### src/rtl/id_ex_stage.sv
// ID/EX pipeline register with load-use hazard detection, flush squashing and
// a saturating count of inserted bubbles for the debug unit.
module id_ex_stage #(
   parameter int EXEC_BUS_WIDTH = 7,
   parameter int MEM_BUS_WIDTH  = 3,
   parameter int WB_BUS_WIDTH   = 2,
   parameter int DATA_WIDTH     = 32,
   parameter int PC_WIDTH       = 32,
   parameter int CNT_WIDTH      = 16
) (
   input  logic                      clk,
   input  logic                      rst_n,
   input  logic                      enable,
   input  logic                      flush,
   input  logic [EXEC_BUS_WIDTH-1:0] id_execute_bus,
   input  logic [MEM_BUS_WIDTH-1:0]  id_memory_bus,
   input  logic [WB_BUS_WIDTH-1:0]   id_wb_bus,
   input  logic [31:0]               id_instruction,
   input  logic [PC_WIDTH-1:0]       id_pc_next,
   input  logic [DATA_WIDTH-1:0]     id_rs_data,
   input  logic [DATA_WIDTH-1:0]     id_rt_data,
   output logic [EXEC_BUS_WIDTH-1:0] ex_execute_bus,
   output logic [MEM_BUS_WIDTH-1:0]  ex_memory_bus,
   output logic [WB_BUS_WIDTH-1:0]   ex_wb_bus,
   output logic [PC_WIDTH-1:0]       ex_pc_next,
   output logic [DATA_WIDTH-1:0]     ex_rs_data,
   output logic [DATA_WIDTH-1:0]     ex_rt_data,
   output logic [DATA_WIDTH-1:0]     ex_imm,
   output logic [4:0]                ex_rs,
   output logic [4:0]                ex_rt,
   output logic [4:0]                ex_rd,
   output logic [4:0]                ex_shamt,
   output logic                      ex_valid,
   output logic                      hazard_stall,
   output logic                      pc_write,
   output logic                      if_id_write,
   output logic [CNT_WIDTH-1:0]      bubble_count
);

   localparam logic [3:0] ZEXT_OPCODE_HI = 4'b0011;
   localparam int         MEM_READ_BIT   = 1;

   logic [EXEC_BUS_WIDTH-1:0] exec_reg, exec_next, exec_gated;
   logic [MEM_BUS_WIDTH-1:0]  mem_reg, mem_next, mem_gated;
   logic [WB_BUS_WIDTH-1:0]   wb_reg, wb_next, wb_gated;
   logic [PC_WIDTH-1:0]       pc_reg, pc_next;
   logic [DATA_WIDTH-1:0]     rs_data_reg, rs_data_next;
   logic [DATA_WIDTH-1:0]     rt_data_reg, rt_data_next;
   logic [DATA_WIDTH-1:0]     imm_reg, imm_next;
   logic [4:0]                rs_reg, rs_next;
   logic [4:0]                rt_reg, rt_next;
   logic [4:0]                rd_reg, rd_next;
   logic [4:0]                shamt_reg, shamt_next;
   logic                      valid_reg, valid_next;
   logic [CNT_WIDTH-1:0]      count_reg, count_next;

   logic [4:0]                id_rs, id_rt, id_rd, id_shamt;
   logic [DATA_WIDTH-1:0]     id_imm;
   logic                      zero_extend;
   logic                      load_in_ex;
   logic                      rt_match;
   logic                      load_bubble;
   logic                      count_inc;
   logic                      unused_opcode_bits;

   assign id_rs    = id_instruction[25:21];
   assign id_rt    = id_instruction[20:16];
   assign id_rd    = id_instruction[15:11];
   assign id_shamt = id_instruction[10:6];
   assign unused_opcode_bits = ^id_instruction[27:26];

   // Logical immediates (andi/ori/xori/lui) share the 4'b0011 opcode prefix.
   assign zero_extend = (id_instruction[31:28] == ZEXT_OPCODE_HI);
   assign id_imm = zero_extend
                 ? {{(DATA_WIDTH-16){1'b0}}, id_instruction[15:0]}
                 : {{(DATA_WIDTH-16){id_instruction[15]}}, id_instruction[15:0]};

   assign load_in_ex   = valid_reg & mem_reg[MEM_READ_BIT];
   assign rt_match     = (rt_reg == id_rs) | (rt_reg == id_rt);
   assign hazard_stall = load_in_ex & (rt_reg != 5'd0) & rt_match;

   assign load_bubble = flush | hazard_stall;
   assign pc_write    = enable & ~hazard_stall & ~flush;
   assign if_id_write = enable & ~hazard_stall & ~flush;

   // A flush is a squash, not a stall, so it never counts as a bubble.
   assign count_inc = hazard_stall & ~flush & ~(&count_reg);

   generate
      for (genvar gi = 0; gi < EXEC_BUS_WIDTH; gi++) begin : g_exec_gate
         assign exec_gated[gi] = id_execute_bus[gi] & ~load_bubble;
      end
      for (genvar gi = 0; gi < MEM_BUS_WIDTH; gi++) begin : g_mem_gate
         assign mem_gated[gi] = id_memory_bus[gi] & ~load_bubble;
      end
      for (genvar gi = 0; gi < WB_BUS_WIDTH; gi++) begin : g_wb_gate
         assign wb_gated[gi] = id_wb_bus[gi] & ~load_bubble;
      end
   endgenerate

   always_comb begin
      exec_next    = exec_reg;
      mem_next     = mem_reg;
      wb_next      = wb_reg;
      pc_next      = pc_reg;
      rs_data_next = rs_data_reg;
      rt_data_next = rt_data_reg;
      imm_next     = imm_reg;
      rs_next      = rs_reg;
      rt_next      = rt_reg;
      rd_next      = rd_reg;
      shamt_next   = shamt_reg;
      valid_next   = valid_reg;
      count_next   = count_reg;
      if (enable) begin
         // Data fields follow ID even on a bubble; only control is squashed.
         exec_next    = exec_gated;
         mem_next     = mem_gated;
         wb_next      = wb_gated;
         pc_next      = id_pc_next;
         rs_data_next = id_rs_data;
         rt_data_next = id_rt_data;
         imm_next     = id_imm;
         rs_next      = id_rs;
         rt_next      = id_rt;
         rd_next      = id_rd;
         shamt_next   = id_shamt;
         valid_next   = ~load_bubble;
         if (count_inc) begin
            count_next = count_reg + 1'b1;
         end
      end
   end

   always_ff @(posedge clk or negedge rst_n) begin
      if (!rst_n) begin
         exec_reg    <= '0;
         mem_reg     <= '0;
         wb_reg      <= '0;
         pc_reg      <= '0;
         rs_data_reg <= '0;
         rt_data_reg <= '0;
         imm_reg     <= '0;
         rs_reg      <= '0;
         rt_reg      <= '0;
         rd_reg      <= '0;
         shamt_reg   <= '0;
         valid_reg   <= 1'b0;
         count_reg   <= '0;
      end else begin
         exec_reg    <= exec_next;
         mem_reg     <= mem_next;
         wb_reg      <= wb_next;
         pc_reg      <= pc_next;
         rs_data_reg <= rs_data_next;
         rt_data_reg <= rt_data_next;
         imm_reg     <= imm_next;
         rs_reg      <= rs_next;
         rt_reg      <= rt_next;
         rd_reg      <= rd_next;
         shamt_reg   <= shamt_next;
         valid_reg   <= valid_next;
         count_reg   <= count_next;
      end
   end

   assign ex_execute_bus = exec_reg;
   assign ex_memory_bus  = mem_reg;
   assign ex_wb_bus      = wb_reg;
   assign ex_pc_next     = pc_reg;
   assign ex_rs_data     = rs_data_reg;
   assign ex_rt_data     = rt_data_reg;
   assign ex_imm         = imm_reg;
   assign ex_rs          = rs_reg;
   assign ex_rt          = rt_reg;
   assign ex_rd          = rd_reg;
   assign ex_shamt       = shamt_reg;
   assign ex_valid       = valid_reg;
   assign bubble_count   = count_reg;

endmodule

### config.mk
export PLATFORM = sky130hd
export DESIGN_NAME = id_ex_stage
export DESIGN_NICKNAME = d
export VERILOG_FILES = /design/src/rtl/id_ex_stage.sv
export SDC_FILE = /design/constraint.sdc
export NUM_CORES = 1
export LEC_CHECK = 0
export BUFFER_PORTS_ARGS = -buffer_cell sky130_fd_sc_hd__buf_2
export CORE_ASPECT_RATIO = 0.8
export CORE_UTILIZATION = 41
export CTS_CLUSTER_DIAMETER = 30
export DETAILED_ROUTE_END_ITERATION = 8
export GPL_ROUTABILITY_DRIVEN = 0
export HOLD_SLACK_MARGIN = 0.12
export PLACE_DENSITY = 0.77
export SYNTH_ARGS = -nofsm -noshare
export SYNTH_HDL_FRONTEND = slang
export SYNTH_SLANG_ARGS = --single-unit
export TNS_END_PERCENT = 50
### constraint.sdc
create_clock -name clk -period 1.95 [get_ports clk]
set_input_delay 0.39 -clock clk [delete_from_list [all_inputs] [get_ports clk]]
set_output_delay 0.39 -clock clk [all_outputs]
set_load 0.01 [all_outputs]
==> metrics.md <==
| Metric | Value |
|---|---|
| Status | complete, but fails checks |
| Failing checks | setup timing |
| I/O pins | 324 |
| Leakage power | ~0.0043 uW |
| Slew Limit Fails | 0 |
| Top delay family on crit path | simple AND/OR/NAND/NOR gates |
| Met3 Track Usage GR | 5.16% |
| First DRT Iteration DRCs | 140 |
| Area growth syn-to-layout | 40.9% |
| Cell chain of the critical path | or4_4 -> o211a_4 -> a21oi_4 -> buf_2 |
| Final worst path period share | 119% |
| Worst Tran Pin Value | 0.527 ns |
| Htree depth | 4 |
| Fin nets | 886 |
| # port buffers | ~320 |
| Worst hold path class | in -> reg |
| Yosys top cell area share | 61.4% |
| Post-route ant nets | 0 |
| Sequential fraction of design power | 42.8% |
| Max FO, Critical Path | 4 |
| TritonCTS clock tree | done |
| Mapped Avg Cell Area | approximately 15 um^2 |
| Type of the worst setup path | reg -> out |
| Bufs and invs on worst path | 1 |
| Die area | about 0.016 mm^2 |
| Net switching power | 2010 uW |
| Max clock buf depth | 2 |
| Internal power | 6400 uW |
| Ys Warns | 0 |
| Most frequent cells in the layout | buf_2 (317), dfrtp_1 (151), mux2_2 (123), xnor2_1 (23), buf_4 (20) |
| Worst reg2reg setup slack | -0.08 ns |
| Post-synthesis cell type count | 33 |
| Total GRT Usage | 19.7% |
| Starting Density | a little over two fifths |
| Share of cells above drive strength 1 | 69.5% |
| Comb power frac | around 15% |
| Critical path's largest stage delay | 0.55 ns |
| Clock power frac | 42.0% |
| First-pass GRT wire length | around 24000 um |
| CP required | 1.56 ns |
| Worst Hold Margin | 0.198 ns |
| Worst-path clk slew | 0.06 ns |
| Die Y | 112 um |
| Drc violations | 0 |
| Worst setup EP type | primary output |
| RSZ-0062 raised after global routing | true |
| Slowest CP cell | or4_4 |
| CTS buffer count | 17 |
| CTS Sinks | 152 |
| Slew margin rel. | 64.9% |
| Final setup vio count | 11 |
| Pre-Repair DR Iteration Count | 4 |
| Final WS setup | -0.375 ns |
| Die X-Extent | 139 um |
| Root Driver | clkbuf_16 |
| Worst VDD drop | slightly below 700 uV |
| Max Fclk | between 400 and 500 MHz |
| GR peak layer | met2 |
| Cells after synthesis | 418 |
| Total negative slack | -1.42 ns |
| Number of global-route vias before repair | 4779 |
| Via count | 4538 |
| GR Layer Usage met1 | 22.4% |
| Ant. Diodes | 0 |
| Largest net degree at the start of global routing | 71 |
| Row cnt | 39 |
| Final worst path period need | approximately 2.3 ns |
| DRT Wirelength | 15100 um |
| Startpoint Class | flip-flop |
| Switching share of power | between 20% and 30% |
| Initial antenna violation count | 0 |
| Synth area leaders | dfrtp_1 (61%), mux2_2 (22%), xnor2_1 (3.5%) |
| Pwr dens | 964 mW/mm^2 |
| Wirelength per Cell | ~16 um |
| Worst-Skew Late Latency | 0.41 ns |
| Final Hold Vio Count | 0 |
| Met2 Resource Use GR | 35.2% |
| Max cap viols | 0 |
| CORE AREA | between 0.01 and 0.015 mm^2 |
| Setup Skew | 0.00794 ns |
| Pre-CTS setup slack | -0.00964 ns |
| Commonest non-fill, non-tap cell in the layout | buf_2 |
| Vias/cell | roughly 4.8 |
| Synth area leader | dfrtp_1 |
| DP Wirelength | around 11000 um |
| Synthesized cell area | 0.00619 mm^2 |
| Post-synthesis sequential area ratio | 61.4% |
| CP Data Arrival Time | 1.94 ns |
| Register bit count reported by yosys | between 150 and 200 |
| Post-synth net total | 563 |
| Grt ovf | 0 |
## layer usage
metal / vias to the layer above / routed length (um)
li1: 2094 / -
met1: 2220 / 5940
met2: 200 / 7930
met3: 24 / 943
met4: 0 / 293
met5: - / 0
## power groups by stage
stage          Clock (uW)  Combinational (uW)  Sequential [uW]
2_1_floorplan           0                 501             3790
3_3_place_gp            0                1230             3640
3_5_place_dp            0                1250             3650
4_1_cts              3610                1260             3600
5_1_grt              3740                1380             3640
6_report             3540                1280             3600
## worst paths after layout
path / from / endpoint / cells past startpoint
worst max register to register: ex_rt[2] / ex_execute_bus[1] / 11
min in group asynchronous: rst_n / ex_imm[2] / 2
max in group asynchronous: rst_n / ex_rt[0] / 3
worst min register to register: bubble_count[15] / bubble_count[15] / 1
worst max-delay path: ex_rt[2] / pc_write / 4
worst min-delay path: id_wb_bus[1] / ex_wb_bus[1] / 2
## cell usage after synthesis (all sizes together)
cell	instances
dfrtp	152
mux2	123
buf	29
xnor2	25
nand3	15
clkbuf	14
a22o	12
nand4	9
nor2	9
nand2	7
and3	4
inv	2
nor3	2
a21o	1
a21oi	1
and2	1
and4	1
dlygate4sd1	1
ha	1
nand2b	1
nor4	1
o211a	1
o211ai	1
o21ai	1
o22ai	1
o311ai	1
or2	1
or4	1
## area by class of cell
class	count	area (um^2)
clock buffer	19	443
clock inverter	11	198
fill	1180	5760
inverter	2	7.51
multi-input combinational	220	2140
sequential	152	3800
tap	184	230
timing repair buffer	348	1900
## what timing repair did
action | CTS | global route
endpoints found under the setup margin | 3 | 16
hold buffers | 1 | 0
pin swaps | 3 | 5
hold endpoints to repair | 46 | 0
gates resized for setup | 1 | 10
setup buffers | 3 | 3
## stage by stage
stage	utilization, %	instances	total power (uW)	cell area [um^2]
2_1_floorplan	-	418	4290	6200
3_3_place_gp	55.0	899	4860	7970
3_5_place_dp	55.0	899	4910	7970
4_1_cts	59.7	933	8470	8650
5_1_grt	60.2	936	8760	8730
6_report	60.2	936	8410	8730
## cells by family (layout without fill, tap and decap cells)
kind of cell             Yosys count  in the layout  share of synthesized area, %
adder cells (fa/ha/maj)            1              1                         0.202
flip-flops                       152            152                          61.4
multiplexers                     123            123                          22.4
buffers and inverters             46            380                          4.71
AO/OA/AOI/OAI                     19             19                          3.15
XOR/XNOR                          25             25                          3.53
AND/OR/NAND/NOR                   52             52                          4.65
## state kept, by name, summed over array words and instances, names as in the netlist, 5 cells and up
register / cells
ex_rt_data: 32
ex_execute_bus: 7
ex_pc_next: 32
ex_rt: 5
ex_imm: 9
bubble_count: 16
ex_rs_data: 32
ex_rs: 5
## worst reg2reg max path, stage by stage, from the launching register on
cell and delay, ns:
dfrtp_1 0.38, buf_4 0.14, buf_6 0.12, xnor2_4 0.14, nand3_2 0.11, o22ai_4 0.21, a21oi_4 0.11, buf_4 0.14
buf_4 0.12, buf_4 0.12, buf_6 0.13, a22o_2 0.21
No activity file was read; power rests on OpenSTA's default activity.
